`src/rtl/ofdm_pkg.sv`:
```
`default_nettype none
// ==========================================================================
// ofdm_pkg : OFDM preamble tables (802.11a time domain), lengths, FSM enum
// Rev 1.0
// ==========================================================================
package ofdm_pkg;

  localparam int STS_LEN = 16;
  localparam int LTS_LEN = 64;

  typedef enum logic [2:0] {
    S_IDLE   = 3'd0,
    S_STS    = 3'd1,
    S_LTS_GI = 3'd2,
    S_LTS    = 3'd3,
    S_DONE   = 3'd4
  } pre_state_t;

  typedef enum logic {
    SEL_STS = 1'b0,
    SEL_LTS = 1'b1
  } tbl_sel_t;

  // Values in thousandths; scale_q turns them into Q1.(DATA_W-2) at elaboration
  localparam int STS_RE_M [STS_LEN] = '{
    46, -132, -13, 143, 92, 143, -13, -132, 46, 2, -79, -13, 0, -13, -79, 2};
  localparam int STS_IM_M [STS_LEN] = '{
    46, 2, -79, -13, 0, -13, -79, 2, 46, -132, -13, 143, 92, 143, -13, -132};

  localparam int LTS_RE_M [LTS_LEN] = '{
    156, -5, 40, 97, 21, 60, -115, -38, 98, 53, 1, -137, 24, 59, -22, 119,
    62, 37, -57, -131, 82, 70, -60, -56, -35, -122, -127, 75, -3, -92, 92, 12,
    -156, 12, 92, -92, -3, 75, -127, -122, -35, -56, -60, 70, 82, -131, -57, 37,
    62, 119, -22, 59, 24, -137, 1, 53, 98, -38, -115, 60, 21, 97, 40, -5};
  localparam int LTS_IM_M [LTS_LEN] = '{
    0, -120, -111, 83, 28, -88, -55, -106, -26, 4, -115, -47, -59, -15, 161, -4,
    -62, 98, 39, 65, 92, 14, 81, -22, -151, -17, -21, -74, 54, 115, 106, 98,
    0, -98, -106, -115, -54, 74, 21, 17, 151, 22, -81, -14, -92, -65, -39, -98,
    62, 4, -161, 15, 59, 47, 115, -4, 26, 106, 55, 88, -28, -83, 111, 120};

  // Round half away from zero so positive and negative entries stay symmetric
  function automatic int scale_q(input int milli, input int data_w);
    longint num;
    longint mag;
    num = longint'(milli) * (longint'(1) << (data_w - 2));
    mag = (num < 0) ? -num : num;
    mag = (mag + 64'sd500) / 64'sd1000;
    return (num < 0) ? -int'(mag) : int'(mag);
  endfunction

endpackage
`default_nettype wire

```
`src/rtl/preamble_rom.sv`:
```
`default_nettype none
// ==========================================================================
// preamble_rom : combinational STS/LTS sample lookup, Q1.(DATA_W-2)
// Rev 1.0
// ==========================================================================
module preamble_rom
  import ofdm_pkg::*;
#(
  parameter int DATA_W = 8
) (
  input  tbl_sel_t                 sel,
  input  logic        [5:0]        addr,
  output logic signed [DATA_W-1:0] re,
  output logic signed [DATA_W-1:0] im
);

  logic signed [DATA_W-1:0] w_sts_re [STS_LEN];
  logic signed [DATA_W-1:0] w_sts_im [STS_LEN];
  logic signed [DATA_W-1:0] w_lts_re [LTS_LEN];
  logic signed [DATA_W-1:0] w_lts_im [LTS_LEN];

  for (genvar i = 0; i < STS_LEN; i++) begin : g_sts
    localparam logic signed [DATA_W-1:0] C_RE = DATA_W'(scale_q(STS_RE_M[i], DATA_W));
    localparam logic signed [DATA_W-1:0] C_IM = DATA_W'(scale_q(STS_IM_M[i], DATA_W));
    assign w_sts_re[i] = C_RE;
    assign w_sts_im[i] = C_IM;
  end

  for (genvar i = 0; i < LTS_LEN; i++) begin : g_lts
    localparam logic signed [DATA_W-1:0] C_RE = DATA_W'(scale_q(LTS_RE_M[i], DATA_W));
    localparam logic signed [DATA_W-1:0] C_IM = DATA_W'(scale_q(LTS_IM_M[i], DATA_W));
    assign w_lts_re[i] = C_RE;
    assign w_lts_im[i] = C_IM;
  end

  always_comb begin
    re = w_lts_re[addr];
    im = w_lts_im[addr];
    if (sel == SEL_STS) begin
      re = w_sts_re[addr[3:0]];
      im = w_sts_im[addr[3:0]];
    end
  end

endmodule
`default_nettype wire

```
`src/rtl/preamble_gen.sv`:
```
`default_nettype none
// ==========================================================================
// preamble_gen : STS / LTS-GI / LTS training preamble with ready/valid output
// Rev 1.0
// ==========================================================================
module preamble_gen
  import ofdm_pkg::*;
#(
  parameter int DATA_W     = 8,
  parameter int STS_REPS   = 10,
  parameter int LTS_GI_LEN = 32,
  parameter int LTS_REPS   = 2,
  parameter int IDX_W      = $clog2(16*STS_REPS + LTS_GI_LEN + 64*LTS_REPS)
) (
  input  logic                     clk,
  input  logic                     rst_n,
  input  logic                     tx_clr,
  input  logic                     start_en,
  input  logic                     lts_only,
  input  logic                     train_ready,
  output logic signed [DATA_W-1:0] train_re,
  output logic signed [DATA_W-1:0] train_im,
  output logic                     train_dv,
  output logic        [IDX_W-1:0]  train_index,
  output logic                     train_done,
  output logic                     busy
);

  localparam int         REP_MAX  = (STS_REPS > LTS_REPS) ? STS_REPS : LTS_REPS;
  localparam int         REP_W    = (REP_MAX > 1) ? $clog2(REP_MAX) : 1;
  localparam logic [5:0] GI_START = 6'(LTS_LEN - LTS_GI_LEN);
  localparam bit         HAS_STS  = (STS_REPS > 0);
  localparam bit         HAS_LTS  = (LTS_REPS > 0);

  pre_state_t               r_state;
  pre_state_t               w_nxt_state;
  logic       [5:0]         r_addr;
  logic       [5:0]         w_nxt_addr;
  logic       [REP_W-1:0]   r_rep;
  logic       [REP_W-1:0]   w_nxt_rep;
  tbl_sel_t                 w_sel;
  logic signed [DATA_W-1:0] w_rom_re;
  logic signed [DATA_W-1:0] w_rom_im;
  logic                     w_xfer;

  assign w_xfer = train_dv && train_ready;

  // Position of the sample that follows the one currently on the output;
  // in IDLE this is the entry point of a new preamble.
  always_comb begin
    w_nxt_state = r_state;
    w_nxt_addr  = r_addr + 6'd1;
    w_nxt_rep   = r_rep;
    case (r_state)
      S_IDLE: begin
        w_nxt_rep = '0;
        if (lts_only || !HAS_STS) begin
          w_nxt_state = S_LTS_GI;
          w_nxt_addr  = GI_START;
        end else begin
          w_nxt_state = S_STS;
          w_nxt_addr  = '0;
        end
      end
      S_STS: begin
        if (r_addr == 6'(STS_LEN - 1)) begin
          w_nxt_addr = '0;
          if (int'(r_rep) == STS_REPS - 1) begin
            w_nxt_state = S_LTS_GI;
            w_nxt_addr  = GI_START;
            w_nxt_rep   = '0;
          end else begin
            w_nxt_rep = r_rep + REP_W'(1);
          end
        end
      end
      S_LTS_GI: begin
        if (r_addr == 6'(LTS_LEN - 1)) begin
          w_nxt_addr  = '0;
          w_nxt_rep   = '0;
          w_nxt_state = HAS_LTS ? S_LTS : S_DONE;
        end
      end
      S_LTS: begin
        if (r_addr == 6'(LTS_LEN - 1)) begin
          w_nxt_addr = '0;
          if (int'(r_rep) == LTS_REPS - 1) w_nxt_state = S_DONE;
          else                              w_nxt_rep   = r_rep + REP_W'(1);
        end
      end
      default: ;
    endcase
  end

  assign w_sel = (w_nxt_state == S_STS) ? SEL_STS : SEL_LTS;

  preamble_rom #(
    .DATA_W (DATA_W)
  ) u_rom (
    .sel  (w_sel),
    .addr (w_nxt_addr),
    .re   (w_rom_re),
    .im   (w_rom_im)
  );

  always_ff @(posedge clk) begin
    if (!rst_n || tx_clr) begin
      r_state     <= S_IDLE;
      r_addr      <= '0;
      r_rep       <= '0;
      train_re    <= '0;
      train_im    <= '0;
      train_dv    <= 1'b0;
      train_index <= '0;
      train_done  <= 1'b0;
      busy        <= 1'b0;
    end else begin
      train_done <= 1'b0;
      case (r_state)
        S_IDLE: begin
          if (start_en) begin
            r_state     <= w_nxt_state;
            r_addr      <= w_nxt_addr;
            r_rep       <= w_nxt_rep;
            train_re    <= w_rom_re;
            train_im    <= w_rom_im;
            train_dv    <= 1'b1;
            train_index <= '0;
            busy        <= 1'b1;
          end
        end
        S_DONE: begin
          r_state <= S_IDLE;
          busy    <= 1'b0;
        end
        default: begin
          // Outputs only move on a transfer, so a stall holds everything
          if (w_xfer) begin
            r_state <= w_nxt_state;
            r_addr  <= w_nxt_addr;
            r_rep   <= w_nxt_rep;
            if (w_nxt_state == S_DONE) begin
              train_dv   <= 1'b0;
              train_done <= 1'b1;
              train_re   <= '0;
              train_im   <= '0;
            end else begin
              train_re    <= w_rom_re;
              train_im    <= w_rom_im;
              train_index <= train_index + IDX_W'(1);
            end
          end
        end
      endcase
    end
  end

endmodule
`default_nettype wire

```
`config.mk`:
```
export PLATFORM = sky130hd
export DESIGN_NAME = preamble_gen
export DESIGN_NICKNAME = d
export VERILOG_FILES = /design/src/rtl/ofdm_pkg.sv /design/src/rtl/preamble_rom.sv /design/src/rtl/preamble_gen.sv
export SDC_FILE = /design/constraint.sdc
export NUM_CORES = 1
export LEC_CHECK = 0
export ABC_CLOCK_PERIOD_IN_PS = 8800
export BUFFER_PORTS_ARGS = -buffer_cell sky130_fd_sc_hd__buf_2
export CAP_MARGIN = 20
export CORE_AREA = 4 4 97 99
export DETAILED_ROUTE_END_ITERATION = 6
export DIE_AREA = 0 0 101 103
export PLACE_DENSITY_LB_ADDON = 0.05
export SLEW_MARGIN = 20
export SYNTH_ARGS = -nofsm -noshare
export SYNTH_HDL_FRONTEND = slang
export SYNTH_SLANG_ARGS = --single-unit
```
`constraint.sdc`:
```
create_clock -name clk -period 8.8 [get_ports clk]
set_clock_uncertainty 0.1 [all_clocks]
set_input_delay 0.44 -clock clk [delete_from_list [all_inputs] [get_ports clk]]
set_output_delay 0.44 -clock clk [all_outputs]
set_load 0.02 [all_outputs]
```
==> run metrics <==
outcome completed; Placement Cell Area ~3400 um^2; antenna viol nets, final 0; Worst-Margin Slew approximately 0.8 ns; all-layer global routing usage 0.228; clk sinks 35; worst hold path type input pin to flip-flop; Reg area about 700 um^2; Nets roughly 500; grt ovf 0; Pins Over Slew Limit 0; Leak ~1.3 nW; Synth Cell Area roughly 3300 um^2; Final Setup Violations 0; Multi-input gate area 2370 um^2; Hold Vio Cnt, Final 0; Post-Route WL roughly 12000 um; FP Rows 34; H-tree Lvls 2; Setup CP Type flip-flop to flip-flop; die area roughly 10000 um^2; Core Footprint about 8600 um^2; n_diodes 0; Synth Register Bits 35; Slew HR 0.455; # fillers about 900; crit path launch type flip-flop; CTS resizes 0; sw frac 0.313; dominant cell type by area after synthesis dfxtp_1; vias in the first global route about 3400; share of layout cells above drive strength 1 0.137; Fmax 0.239 GHz; largest net degree at the start of global routing 36; post-route minimum period approximately 4.2 ns; Synthesis Warnings 0; Internal 0.000270 W; Hold-fix buffers, CTS 0; synthesized area per cell about 7 um^2; # Max-Cap Violations 0; Initial Util 0.391; part of the power in combinational logic 0.195; Port Buffers 33; number of setup buffers added after CTS 0; io pins 34; total power slightly below 0.0004 W; Most used DFF post-synth dfxtp_1; starting DRC count in detailed routing around 510; pwr/cell area around 110 nW/um^2; P_sw about 0.00012 W; Yosys top cell area share 0.210; DRC Markers 0; final core occ 0.415; required time worst endpoint roughly 9 ns; Mapped Cells between 400 and 500; die height slightly above 100 um; DPL Wire Length approximately 8200 um; peak supply drop between 0.06 and 0.07 mV; Skew-Pair Late Insertion Delay 0.30 ns; crit path max fanout 20; Area Growth Syn to Fin 6.29%; Num CTS Buffers 5; die width 101 um; unrepaired setup endpoints after global routing no; commonest cells in the netlist nand2_1, nor2_1, a21oi_1, dfxtp_1, o21ai_0; via/cell ratio roughly 6.3; finished layout cell area roughly 3500 um^2; Worst EP arrival 4.31 ns; EDFF count, synth 0; Synth Net Count ~500; initial antenna violation count 0; gpl congestion 0.929; Avg WL per Cell 19.8 um; Clk pwr share 0.383; Clk pin slew, worst setup/hold paths 0.08 ns; first-pass GRT wire length ~19000 um; vias 3738; Bufs on Longest Clock Path 2; CTS root buf clkbuf_8; Hold Slack between 0.3 and 0.4 ns; First-pass DRT Iterations 5; register area share after synthesis 0.210; Area contributors post-synth dfxtp_1, a21oi_1, nand2_1; critical path endpoint category flip-flop; Reg power frac 0.421; TNS Setup 0 ns; Post-synth ARST share 0; TritonCTS clock tree built; fin crit share 0.476; Synth cell types 77
==> metrics by stage <==
stage	setup WS (ns)	instances
finish	4.61	591
global route	4.33	591
CTS	4.71	590
detailed placement	4.73	582
global placement	4.83	582
floorplan	5.55	482
==> layout by cell type, fill, tap and decap left out, types with 6 or more instances in the layout <==
| master | netlist | routed |
|---|---|---|
| o211ai_1 | 9 | 9 |
| a31oi_1 | 9 | 9 |
| o21ai_0 | 26 | 26 |
| nand4_1 | 6 | 6 |
| inv_1 | 8 | 8 |
| nand3_1 | 21 | 21 |
| ha_1 | 11 | 11 |
| o21ai_1 | 9 | 9 |
| buf_2 | 16 | 34 |
| dfxtp_1 | 35 | 35 |
| nor3_1 | 23 | 23 |
| xnor2_1 | 7 | 7 |
| a21oi_1 | 46 | 46 |
| and3_1 | 9 | 9 |
| nand2_1 | 54 | 54 |
| nor2_1 | 54 | 54 |
==> state kept, by name (all words and copies together) (netlist names) <==
register     count
r_addr           6
train_dv         1
r_state          3
train_im         5
busy             1
r_rep            4
train_re         5
train_done       1
train_index      9
==> cell type report <==
cell class,instances,share of cell area
Multi-Input combinational cell,393,0.667
Sequential cell,35,0.197
Timing Repair Buffer,38,0.0564
Tap cell,108,0.0381
Clock buffer,5,0.0194
Clock inverter,3,0.0123
Inverter,9,0.00952
==> worst max-delay path: stages, from the launching register on <==
cell and delay, ns:
dfxtp_1 0.75, ha_1 0.41, nand3_4 0.14, o41ai_1 0.40, nor2_1 0.07, buf_4 0.21, nand2_1 0.18, ha_1 0.60
nand2_1 0.21, nor2_1 0.19, a2111oi_0 0.11, or4_1 0.52, a21boi_1 0.19
==> worst paths after layout <==
path                                   from     endpoint  slack [ns]  cells after the start
worst max-delay path              r_addr[0]  train_re[6]        4.61                     12
worst max register to register    r_addr[0]  train_re[6]        4.61                     12
worst min-delay path                 tx_clr  train_re[1]        0.35                      3
worst min register to register  train_im[3]  train_im[3]        0.39                      1
==> metal layers <==
metal / part of all wire / vias up / GRT usage
met4: 0.028 / 0 / 0.0757
li1: - / 1782 / -
met3: 0.085 / 25 / 0.0548
met1: 0.46 / 1747 / 0.330
met5: 0 / - / 0
met2: 0.42 / 184 / 0.328
==> power groups by stage <==
stage | registers, W | logic, W | clock network (W)
final | 0.000166 | 0.0000769 | 0.000151
after global routing | 0.000166 | 0.0000835 | 0.000161
after CTS | 0.000166 | 0.0000751 | 0.000155
after detailed placement | 0.000170 | 0.0000747 | 0
after global placement | 0.000169 | 0.0000753 | 0
after floorplan | 0.000170 | 0.0000521 | 0
==> logic make-up (layout without fill, tap and decap cells) <==
family                     Yosys count  in the layout  share of synthesized area
xor gates and xnor gates            12             12                     0.0315
muxes                                2              2                    0.00637
buffers and inverters               54             55                     0.0813
DFF                                 35             35                      0.210
adders and majority gates           11             11                     0.0412
and+or+nand+nor                    206            206                      0.306
AOI/OAI and AO/OA                  162            162                      0.323
Note: power is estimated with default switching activity, not from simulation.
